## config.mk

```make
export PLATFORM = sky130hd
export DESIGN_NAME = bcd_timer_ctrl_flat
export DESIGN_NICKNAME = d
export VERILOG_FILES = /design/src/rtl/bcd_timer_ctrl_if.sv /design/src/rtl/bcd_timer_ctrl.sv /design/src/flat_wrapper.sv
export SDC_FILE = /design/constraint.sdc
export NUM_CORES = 1
export LEC_CHECK = 0
export CAP_MARGIN = 20
export CORE_ASPECT_RATIO = 1.75
export CORE_UTILIZATION = 53
export CTS_CLUSTER_DIAMETER = 50
export DETAILED_ROUTE_END_ITERATION = 10
export GPL_TIMING_DRIVEN = 0
export PLACE_DENSITY = 0.8
export SYNTH_ARGS = -nofsm -noshare
export SYNTH_HDL_FRONTEND = slang
export SYNTH_SLANG_ARGS = --single-unit
export TNS_END_PERCENT = 30
```

## constraint.sdc

```tcl
create_clock -name clk -period 2.9 [get_ports clk]
set_clock_uncertainty 0.05 [all_clocks]
set_input_delay 0.58 -clock clk [delete_from_list [all_inputs] [get_ports clk]]
set_output_delay 0.58 -clock clk [all_outputs]
set_load 0.05 [all_outputs]
```

## src/rtl/bcd_timer_ctrl_if.sv

```systemverilog
// Control/status bundle between the front-panel logic and the BCD timer controller.
// The master drives the requests; the slave (the timer) reports count and status.
interface bcd_timer_ctrl_if;
  logic       start;
  logic       stop;
  logic       load;
  logic       up_down;
  logic [7:0] data_in;
  logic [7:0] count_out;
  logic       busy;
  logic       done;
  logic       err;
  logic [1:0] state;

  modport master (
    output start, stop, load, up_down, data_in,
    input  count_out, busy, done, err, state
  );

  modport slave (
    input  start, stop, load, up_down, data_in,
    output count_out, busy, done, err, state
  );
endinterface

```

## src/rtl/bcd_timer_ctrl.sv

```systemverilog
// Two-digit BCD up/down timer: preset load, start/pause/resume, prescaled stepping,
// one-cycle done pulse at the terminal value (99 up, 00 down).
module bcd_timer_ctrl #(
  parameter int TICK_DIV = 4
) (
  input  logic              clk,
  input  logic              reset,
  bcd_timer_ctrl_if.slave   bus
);

  typedef enum logic [1:0] {
    IDLE  = 2'd0,
    RUN   = 2'd1,
    PAUSE = 2'd2,
    DONE  = 2'd3
  } state_t;

  localparam logic [7:0] TICK_LAST = 8'(TICK_DIV - 1);

  state_t     cur;
  logic [7:0] count;
  logic [7:0] presc;
  logic       dir;
  logic       busy_q;
  logic       done_q;
  logic       err_q;
  logic [7:0] stepped;
  logic       data_valid;

  function automatic logic [7:0] terminal(input logic up);
    return up ? 8'h99 : 8'h00;
  endfunction

  // Terminal detection stops counting before any digit could leave 0..9.
  function automatic logic [7:0] bcd_step(input logic [7:0] v, input logic up);
    logic [7:0] r;
    r = v;
    if (up) begin
      if (v[3:0] == 4'd9) r = {v[7:4] + 4'd1, 4'd0};
      else                r = {v[7:4], v[3:0] + 4'd1};
    end else begin
      if (v[3:0] == 4'd0) r = {v[7:4] - 4'd1, 4'd9};
      else                r = {v[7:4], v[3:0] - 4'd1};
    end
    return r;
  endfunction

  assign stepped    = bcd_step(count, dir);
  assign data_valid = (bus.data_in[7:4] <= 4'd9) && (bus.data_in[3:0] <= 4'd9);

  always_ff @(posedge clk or negedge reset) begin
    if (!reset) begin
      cur    <= IDLE;
      count  <= 8'h00;
      presc  <= 8'h00;
      dir    <= 1'b1;
      busy_q <= 1'b0;
      done_q <= 1'b0;
      err_q  <= 1'b0;
    end else begin
      done_q <= 1'b0;
      err_q  <= 1'b0;
      case (cur)
        RUN: begin
          if (bus.stop) begin
            cur    <= PAUSE;
            busy_q <= 1'b0;
            presc  <= 8'h00;
          end else if (presc == TICK_LAST) begin
            presc <= 8'h00;
            count <= stepped;
            if (stepped == terminal(dir)) begin
              cur    <= DONE;
              busy_q <= 1'b0;
              done_q <= 1'b1;
            end
          end else begin
            presc <= presc + 8'd1;
          end
        end
        // IDLE, PAUSE and DONE: load has priority; start is only honoured outside DONE.
        default: begin
          if (bus.load) begin
            if (data_valid) begin
              count <= bus.data_in;
              cur   <= IDLE;
            end else begin
              err_q <= 1'b1;
            end
          end else if (cur != DONE && bus.start && !bus.stop) begin
            dir   <= bus.up_down;
            presc <= 8'h00;
            if (count == terminal(bus.up_down)) begin
              cur    <= DONE;
              done_q <= 1'b1;
            end else begin
              cur    <= RUN;
              busy_q <= 1'b1;
            end
          end
        end
      endcase
    end
  end

  assign bus.count_out = count;
  assign bus.state     = cur;
  assign bus.busy      = busy_q;
  assign bus.done      = done_q;
  assign bus.err       = err_q;

endmodule
```

## src/flat_wrapper.sv

```systemverilog
// flat-port wrapper written by rule: the top's interface ports become plain ports
module bcd_timer_ctrl_flat 
#(
  parameter int TICK_DIV = 4
)
  (clk, reset, bus_start, bus_stop, bus_load, bus_up_down, bus_data_in, bus_count_out, bus_busy, bus_done, bus_err, bus_state);
  bcd_timer_ctrl_if bus_i ();
  input  logic clk;
  input  logic reset;
  input wire logic [$bits(bus_i.start)-1:0] bus_start;
  input wire logic [$bits(bus_i.stop)-1:0] bus_stop;
  input wire logic [$bits(bus_i.load)-1:0] bus_load;
  input wire logic [$bits(bus_i.up_down)-1:0] bus_up_down;
  input wire logic [$bits(bus_i.data_in)-1:0] bus_data_in;
  output wire logic [$bits(bus_i.count_out)-1:0] bus_count_out;
  output wire logic [$bits(bus_i.busy)-1:0] bus_busy;
  output wire logic [$bits(bus_i.done)-1:0] bus_done;
  output wire logic [$bits(bus_i.err)-1:0] bus_err;
  output wire logic [$bits(bus_i.state)-1:0] bus_state;
  assign bus_i.start = bus_start;
  assign bus_i.stop = bus_stop;
  assign bus_i.load = bus_load;
  assign bus_i.up_down = bus_up_down;
  assign bus_i.data_in = bus_data_in;
  assign bus_count_out = bus_i.count_out;
  assign bus_busy = bus_i.busy;
  assign bus_done = bus_i.done;
  assign bus_err = bus_i.err;
  assign bus_state = bus_i.state;
  bcd_timer_ctrl #(.TICK_DIV(TICK_DIV)) u_core (.clk(clk), .reset(reset), .bus(bus_i));
endmodule
```

# After elaboration in Yosys (flattened, before gate mapping)
# Cells that the tools add are included.
[classes]
n_reduce_logical = 14
n_mux = 40
bitwise = 2
multipliers = 0
magnitude_cmp = 2
add_sub_neg = 5
div = 0
n_eq_ne = 13
n_shift = 0
[ops]
columns = ["cell", "n"]
rows = [
  ["$mux W8", 15],
  ["$mux W1", 17],
  ["$eq A8 B8 Y1", 2],
  ["$mux W2", 8],
  ["$add A4 B1 Y4 const B", 2],
  ["$add A8 B1 Y8 const B", 1],
  ["$eq A8 B2 Y1 const B", 1],
  ["$le A4 B4 Y1 const B", 2],
  ["$reduce_and A4 Y1", 2],
  ["$sub A4 B1 Y4 const B", 2],
  ["$ne A2 B2 Y1 const B", 3],
  ["$ne A3 B2 Y1 const B", 2],
  ["$reduce_bool A2 Y1", 3],
  ["$reduce_and A5 Y1", 1],
  ["$eq A4 B4 Y1 const B", 1],
  ["$logic_not A4 Y1", 1],
  ["$ne A2 B1 Y1 const B", 2],
  ["$logic_and A1 B1 Y1", 3],
  ["$ne A3 B1 Y1 const B", 1],
  ["$reduce_and A3 Y1", 1],
  ["$reduce_bool A3 Y1", 1],
  ["$eq A2 B1 Y1 const B", 1],
  ["$not A1 Y1", 2],
  ["$reduce_and A2 Y1", 1],
  ["$logic_not A1 Y1", 1],
]
[word_totals]
register_bits = 22
inputBits = 14
mem_bits_rw = 0
latch_bits = 0
n_memories = 0
out_inout_bits = 13
rom_bits = 0
word_cells = 83

# Depth between registers and ports, before layout
# Gate-level depths: netlist (run 1).
[logic_depth]
word_depth = 8
ltp_mapped = 9
depth_no_buf = 8

# Worst setup path before layout (run 1)
# No wires, ideal clock.
[synth_path]
path_kind = "reg-to-reg"
from = "register u_core.count[4] (netlist: u_core.bus.count_out[4])"
to = "register u_core.busy_q (netlist: u_core.bus.busy)"
required_time_ns = 2.724
setup_time_ns = 0.126
t_arrival_ns = 2.154
path_buffers = 1
path_stages_with_launch = 10
path_slack_ns = 0.570
period_less_slack_ns = 2.330
path_cell_list = "dfrtp_1 > clkbuf_1 > inv_1 > ha_1 > or4b_4 > a21oi_4 > xor2_1 > nor3_1 > nand3_2 > o2bb2ai_2"
[synth_via]
elab_chain_len = 6
elab_cells_between_ends = 10
cone_classes = "2 x add/sub; 4 x eq/ne; 3 x mux; 1 x reduce/logical"
[synth_rtl]
columns = ["element", "line", "source"]
rows = [
  ["start: declaration", "bcd_timer_ctrl.sv:21", "logic [7:0] count;"],
  ["start signal: assignment", "bcd_timer_ctrl.sv:71", "count <= stepped;"],
  ["start signal: assignment", "bcd_timer_ctrl.sv:85", "count <= bus.data_in;"],
  ["$sub A4 B1 Y4 or $add A4 B1 Y4 (tied branches)", "bcd_timer_ctrl.sv:42, bcd_timer_ctrl.sv:39", ""],
  ["$mux W8 (on tied branches)", "bcd_timer_ctrl.sv:42, bcd_timer_ctrl.sv:39", ""],
  ["$mux W8", "bcd_timer_ctrl.sv:38", "if (up) begin"],
  ["$eq A8 B8 Y1", "bcd_timer_ctrl.sv:72", "if (stepped == terminal(dir)) begin"],
  ["$ne A3 B2 Y1 (no source line)", "--", ""],
  ["$reduce_and A5 Y1 (no source line) *", "--", ""],
  ["end signal: assignment", "bcd_timer_ctrl.sv:57", "busy_q <= 1'b0;"],
  ["end signal: assignment", "bcd_timer_ctrl.sv:67", "busy_q <= 1'b0;"],
  ["end signal: assignment", "bcd_timer_ctrl.sv:74", "busy_q <= 1'b0;"],
  ["end: declaration", "bcd_timer_ctrl.sv:24", "logic busy_q;"],
]
# Mark *: on every way between the ends. The rest lies on a longest branch, timed or not.
# A chain may end at the register's enable or synchronous reset.

# Worst setup path in the final report (run 1)
[layout_path]
from = "register u_core.count[4] (netlist: u_core.bus.count_out[4])"
to = "register u_core.cur[1] (netlist: u_core.bus.state[1])"
[layout_via]
elab_chain_len = 6
elab_cells_between_ends = 13
cone_classes = "2 x add/sub; 3 x eq/ne; 7 x mux; 1 x reduce/logical"
[layout_rtl]
columns = ["element", "line", "source"]
rows = [
  ["$sub A4 B1 Y4 or $add A4 B1 Y4 (tied branches)", "bcd_timer_ctrl.sv:42, bcd_timer_ctrl.sv:39", ""],
  ["$mux W8 (on tied branches)", "bcd_timer_ctrl.sv:42, bcd_timer_ctrl.sv:39", ""],
  ["$mux W8", "bcd_timer_ctrl.sv:38", ""],
  ["$eq A8 B8 Y1", "bcd_timer_ctrl.sv:72", ""],
  ["$ne A3 B2 Y1 (no source line)", "--", ""],
  ["$reduce_and A4 Y1 (no source line)", "--", ""],
  ["end signal: assignment", "bcd_timer_ctrl.sv:53", "cur <= IDLE;"],
  ["end signal: assignment", "bcd_timer_ctrl.sv:73", "cur <= DONE;"],
  ["end signal: assignment", "bcd_timer_ctrl.sv:86", "cur <= IDLE;"],
  ["end: declaration", "bcd_timer_ctrl.sv:20", "state_t cur;"],
]
# Several ways; a longest one is shown, not always the timed one. The select of a mux whose other input is x is not followed.

==> summary.md, run 1 <==
| Metric | Value |
|---|---|
| Status | finished, violations left |
| Failing checks | DRC |
| Synthesized Nets | 207 |
| Placed standard-cell area | 0.00190 mm2 |
| Final hold violations | 0 |
| DR iter-0 viols | 56 |
| Top cells by area, synth | dfrtp_1 33%, o21ai_0 5.0%, nand2_1 4.4%, nor2_1 4.2%, a21oi_1 3.4% |
| Required time of the critical path | 3.03 ns |
| FILL cells | 240 |
| Synth warn | 0 |
| Final Instance Area | 0.00198 mm2 |
| Syn-to-layout area delta | 23.6% |
| Port Buf Inserts | 26 |
| Chip height | 74.8 um |
| Setup-failing EPs final | 0 |
| Worst Reg-to-Reg Cells | 9 |
| Seq pwr share | 26.9% |
| Switching pwr | 970 uW |
| Total of max-cap violations | 0 |
| Vias in the first global route | 1,488 |
| Chip Width | 43.6 um |
| GRT Residual Overflow | 0 |
| Io pins | 27 |
| Cell Area, Synth | 0.00160 mm2 |
| Mean Syn Cell Area | 8.44 um2 |
| Number of enable flip-flop cells after synthesis | 0 |
| Commonest cells after routing, fill and taps aside | 26 x clkdlybuf4s50_1, 21 x dfrtp_1, 19 x nand2_1 |
| Max Transition Viols Final | 0 |
| Vias | 1,584 |
| CORE AREA | 0.00290 mm2 |
| Share of cells above drive strength 1 | 11.8% |
| Worst path buffer plus inverter count | 2 |
| HP Class | in -> async |
| Max stage delay on crit path | 0.47 ns |
| Wirelength per Cell | 17.2 um |
| Critical path arrival | 2.53 ns |
| Post-DRT Antenna Nets | 0 |
| Post-CTS Hold Buffers | 0 |
| Detailed Place HPWL | 3280 um |
| Worst slew margin | 66.1% |
| CTS tree | done |
| Total Power | 1930 uW |
| Crit. path cell count | 9 |
| PostCTS Resize Cnt | 0 |
| Clock power frac | 11.7% |
| Nets@finish | 239 |
| GRT Total Usage | 28.8% |
| Power Internal | 957 uW |
| Clock sinks | 22 |
| H-tree Lvls | 1 |
| Vias per inst | 6.36 |
| Initial Util | 55.4% |
| Setup Buffers After CTS | 0 |
| Largest net degree at the start of global routing | 23 |
| Total power density per cell area | 973 mW/mm2 |
| Mapped Cells | 190 |
| Initial antenna violation count | 0 |
| Post-layout util | 68.5% |
| Fmax | 416 MHz |
| TritonCTS Buffers | 3 |
| Most common cell after layout, fill and taps aside | clkdlybuf4s50_1 |
| Critical path's slowest cell | or4b_4 |
| Async SR Flop Fraction | 100% |
| Cell taking the most area after synthesis | dfrtp_1 |
| Worst slew pin tran | 0.507 ns |
| Setup TNS | 0 ns |
| CP top delay family | simple AND/OR/NAND/NOR gates |
| Yosys reg bits | 22 |
| Reg clk slew, reported paths | 0.08 ns |
| DRC viols | 3 |
| Critical path class | reg -> reg |
| CP startpoint kind | flip-flop |
| Main flop type after synthesis | dfrtp_1 |
| Share of the synthesized area in the top cell type | 32.8% |
| Total Wirelength | 4290 um |
| Max Root-Sink Buffers | 2 |
| Min cycle time layout | 2.40 ns |
| Final Cycle Share | 82.8% |
| Critical path, cell by cell | clkbuf_1, inv_1, ha_1, or4b_4, a21oi_4, xor2_1, nor3_1, nand3_2, o211ai_1 |
| Sw frac | 50.3% |
| Worst-Skew Late Latency | 0.27 ns |
| RSZ-0062 raised after global routing | false |
| Worst setup EP type | flip-flop |
| Max FO, Critical Path | 9 |
| Clock tree root driver cell | clkbuf_8 |
| Worst vdd ir | 0.568 mV |
| First-pass GRT wire length | 6980 um |
| Full die area | 0.00326 mm2 |
| Inserted Diodes | 0 |
| Drt pass-1 iters | 8 |
| Combinational share of power | 61.4% |
| Seq/Total Area, Yosys | 34.4% |
| Flop2flop setup slack | 0.50 ns |
| GP Congestion | 0.890 |
| Yosys cell types | 51 |
| Leak | 0.000815 uW |
| FP Rows | 26 |
==> routing by layer <==
layer | vias to the layer above | track usage (%) | wire length, um
li1 | 752 | - | -
met1 | 774 | 32.0 | 1580
met2 | 45 | 53.1 | 2430
met3 | 13 | 3.12 | 137
met4 | 0 | 13.9 | 145
met5 | - | 0 | 0
==> worst paths after layout <==
kind,start,end
min in group clk,u_core.presc[0],u_core.presc[0]
setup reg to reg,u_core.bus.count_out[4],u_core.bus.state[1]
hold / removal,reset,u_core.bus.state[0]
setup / recovery,u_core.bus.count_out[4],u_core.bus.state[1]
max in group asynchronous,reset,u_core.dir
hold reg to reg,u_core.presc[0],u_core.presc[0]
==> synthesized netlist by cell type (2+ instances only) <==
| cell type | n |
|---|---|
| a21oi_1 | 11 |
| a221oi_1 | 2 |
| a22o_1 | 2 |
| a22oi_1 | 2 |
| a31oi_1 | 3 |
| and3_1 | 5 |
| buf_2 | 6 |
| buf_6 | 3 |
| clkbuf_1 | 5 |
| dfrtp_1 | 21 |
| ha_1 | 3 |
| inv_1 | 5 |
| nand2_1 | 19 |
| nand2b_1 | 8 |
| nand3_1 | 10 |
| nand4_1 | 3 |
| nor2_1 | 18 |
| nor3_1 | 4 |
| nor4_1 | 2 |
| o211ai_1 | 3 |
| o21a_1 | 2 |
| o21ai_0 | 16 |
| o32ai_1 | 2 |
| or2_1 | 2 |
| xnor2_1 | 2 |
| xor2_1 | 6 |
==> power groups by stage <==
stage | clock network (uW) | registers [uW] | logic (uW)
after floorplan | 0 | 739 | 612
after global placement | 0 | 511 | 1150
after detailed placement | 0 | 521 | 1170
after CTS | 230 | 514 | 1180
after global routing | 241 | 533 | 1280
final | 225 | 519 | 1180
==> flip-flops by register name (all words and copies together), names as in the netlist <==
| signal | cells |
|---|---|
| u_core.bus.err | 1 |
| u_core.dir | 1 |
| u_core.bus.done | 1 |
| u_core.presc | 8 |
| u_core.bus.count_out | 8 |
| u_core.bus.state | 2 |
| u_core.bus.busy | 1 |
==> logic make-up after synthesis <==
kind of cell	count (synthesis)	synth area share [%]
AND/OR/NAND/NOR	80	26.9
AO/OA/AOI/OAI	56	24.3
flip-flops	22	34.4
buffers and inverters	19	6.32
XOR/XNOR	8	4.37
adder cells (fa/ha/maj)	3	2.34
multiplexers	2	1.40
==> final cells by class <==
| cell class | count | area, um2 | area share (%) |
|---|---|---|---|
| buffer | 14 | 82.6 | 4.17 |
| multi-input combinational | 149 | 951 | 48.0 |
| tap | 28 | 35.0 | 1.77 |
| sequential | 22 | 552 | 27.8 |
| clock buffer | 4 | 55.1 | 2.78 |
| inverter | 5 | 18.8 | 0.947 |
| timing repair buffer | 27 | 288 | 14.5 |
==> through the flow <==
stage | hold WS [ns] | instances | setup WS, ns
floorplan | 0.234 | 190 | 0.570
global placement | 0.455 | 244 | 0.396
detailed placement | 0.483 | 244 | 0.342
CTS | 0.494 | 248 | 0.501
global route | 0.476 | 249 | 0.332
finish | 0.470 | 249 | 0.498
Power figures use the tool's default switching activity.
==> inputs of run 2 (changes only) <==
Settings changed: CORE_UTILIZATION 53 to 48, PLACE_DENSITY 0.8 to 0.76.
Clock period 2.9 ns to 2 ns, I/O delays scaled along.
==> summary.md, run 2 (synthesis results as in run 1) <==
| Metric | Value |
|---|---|
| Initial antenna violation count | 0 (unchanged) |
| Worst-Skew Late Latency | 0.27 ns (about the same) |
| Place WS | -0.368 ns (-0.710 ns) |
| Worst Reg-to-Reg Cells | 9 (unchanged) |
| GRT Residual Overflow | 0 (unchanged) |
| CP startpoint kind | flip-flop |
| Flop2flop setup slack | -0.1 ns (-0.59 ns) |
| Switching pwr | 1430 uW (+47%) |
| Wirelength per Cell | 15.5 um (-9.8%) |
| Reg-to-Reg End | u_core.bus.state[1] |
| Placed standard-cell area | 0.00193 mm2 (+1.6%) |
| RSZ-0062 raised after global routing | true |
| Vias in the first global route | 1,519 (+2.1%) |
| Finished Layout Cells | 268 (+7.6%) |
| Max Root-Sink Buffers | 2 (unchanged) |
| Leak | 0.000886 uW (+8.8%) |
| Detailed Place HPWL | 3120 um (-5.0%) |
| Nets@finish | 243 (+1.7%) |
| CORE AREA | 0.00318 mm2 (+9.7%) |
| Final Cycle Share | 105% (+22 points) |
| Critical path arrival | 2.23 ns (-0.30 ns) |
| Clock power frac | 11.3% (-0.4 points) |
| Worst setup EP type | flip-flop |
| Io pins | 27 (unchanged) |
| Total Wirelength | 4160 um (-3.0%) |
| Final Instance Area | 0.00208 mm2 (+5.0%) |
| Drt pass-1 iters | 4 (-4) |
| Clock tree root driver cell | clkbuf_8 |
| Seq pwr share | 25.6% (-1.3 points) |
| DRC viols | 0 (-3) |
| Required time of the critical path | 2.13 ns (-0.90 ns) |
| Sw frac | 49.7% (-0.65 points) |
| Largest net degree at the start of global routing | 23 (unchanged) |
| Total of max-cap violations | 0 (unchanged) |
| First-pass GRT wire length | 6800 um (-2.7%) |
| Placed Cells | 259 (+6.1%) |
| Inserted Diodes | 0 (unchanged) |
| Setup TNS | -0.254 ns (-0.254 ns) |
| Power Internal | 1450 uW (+51%) |
| Failing checks | setup timing |
| Total power density per cell area | 1380 mW/mm2 (+42%) |
| Chip Width | 45.7 um (+4.9%) |
| GRT Total Usage | 25.4% (-3.4 points) |
| Status | finished, violations left |
| Share of cells above drive strength 1 | 18.2% (+6.5 points) |
| Worst slew pin tran | 0.511 ns (+0.00484 ns) |
| Worst vdd ir | 0.902 mV (+59%) |
| Commonest cells after routing, fill and taps aside | 19 x nand2_1, 19 x dfrtp_1, 18 x clkdlybuf4s50_1 |
| Clock sinks | 22 (unchanged) |
| Max FO, Critical Path | 3 (-6) |
| Critical path class | reg -> reg |
| Full die area | 0.00359 mm2 (+10%) |
| Max Transition Viols Final | 0 (unchanged) |
| Setup-failing EPs final | 3 (+3) |
| Setup slack after layout | -0.0969 ns (-0.595 ns) |
| Initial Util | 50.5% (-4.9 points) |
| H-tree Lvls | 1 (unchanged) |
| Vias | 1,592 (+0.51%) |
| Port Buf Inserts | 26 (unchanged) |
| HP Class | in -> async |
| CTS tree | done |
| Final hold violations | 0 (unchanged) |
| TritonCTS Buffers | 3 (unchanged) |
| Combinational share of power | 63.0% (+1.6 points) |
| FP Rows | 27 (+3.8%) |
| Vias per inst | 5.94 (-6.6%) |
| Fmax | 477 MHz (+15%) |
| DR iter-0 viols | 56 (unchanged) |
| R2R Path Start | u_core.bus.count_out[4] |
| Reg clk slew, reported paths | 0.08 ns (about the same) |
| Worst slew margin | 65.8% (-0.32 points) |
| Min cycle time layout | 2.10 ns (-0.305 ns) |
| Chip height | 78.5 um (+4.9%) |
| Post-DRT Antenna Nets | 0 (unchanged) |
| Syn-to-layout area delta | 29.7% |
| GP Congestion | 0.859 (-3.5%) |
## run 2: changes by cell type in the layout (fill, tap and decap cells not counted), moves of 2 or more
cell | previous run | this run
clkdlybuf4s50_1 | 26 | 18
dlymetal6s2s_1 | 0 | 5
buf_4 | 0 | 4
dlygate4sd2_1 | 0 | 3
buf_8 | 0 | 2
dfrtp_1 | 21 | 19
dfrtp_2 | 0 | 2
nor3_1 | 4 | 2
nor3_2 | 0 | 2
o21ai_0 | 16 | 14
o21ai_1 | 1 | 3
## run 2: worst max-delay path by stage
stage,to,cells past startpoint,slack (ns),from
finish,u_core.bus.state[1],9,-0.1,u_core.bus.count_out[4]
detailed placement,u_core.presc[7],7,-0.37,bus_stop
CTS,u_core.bus.state[1],9,-0.11,u_core.bus.count_out[4]
global route,u_core.bus.state[1],9,-0.19,u_core.bus.count_out[4]
global placement,u_core.presc[7],7,-0.32,bus_stop
floorplan,u_core.bus.busy,9,-0.16,u_core.bus.count_out[4]
## run 2: power by group through the flow
stage,logic [uW],clock network (uW),registers [uW]
after detailed placement,1700,0,760
after global routing,1950,348,758
after CTS,1760,329,731
after global placement,1670,0,749
after floorplan,905,0,1080
final,1810,326,737
## run 2: cell type report
cell class | instances | area, um2
Tap cell | 43 | 53.8
Fill cell | 283 | 1090
Sequential cell | 22 | 554
Timing Repair Buffer | 31 | 314
Clock buffer | 4 | 55.1
Inverter | 5 | 18.8
Multi-Input combinational cell | 149 | 988
Buffer | 14 | 96.3
## run 2: repair_timing
| item | CTS | global route |
|---|---|---|
| pin swaps | 1 | 2 |
| setup buffers | 3 | 1 |
| resized for setup | 5 | 17 |
| setup endpoints to repair | 9 | 17 |
| hold buffers | 0 | 0 |
## run 2: layer usage
layer	track usage [%]	share of wire [%]
met5	0	0
met4	10.3	1.3
met3	2.99	4.3
met2	46.6	57
met1	27.4	37
## run 2: per-stage QoR
| stage | utilization (%) | power, uW | hold slack [ns] |
|---|---|---|---|
| finish | 65.5 | 2880 | 0.382 |
| detailed placement | 60.8 | 2460 | 0.460 |
| CTS | 63.5 | 2820 | 0.473 |
| global route | 65.5 | 3060 | 0.403 |
| global placement | 60.8 | 2420 | 0.453 |
| floorplan | - | 1980 | 0.0544 |
## run 2: critical path: stages, from the launching register on
cell	delay (ns)
dfrtp_2	0.42
buf_8	0.12
inv_2	0.04
ha_2	0.15
or4b_4	0.47
a21oi_4	0.18
xor2_1	0.11
nor3_2	0.15
nand3_2	0.14
o211ai_1	0.20
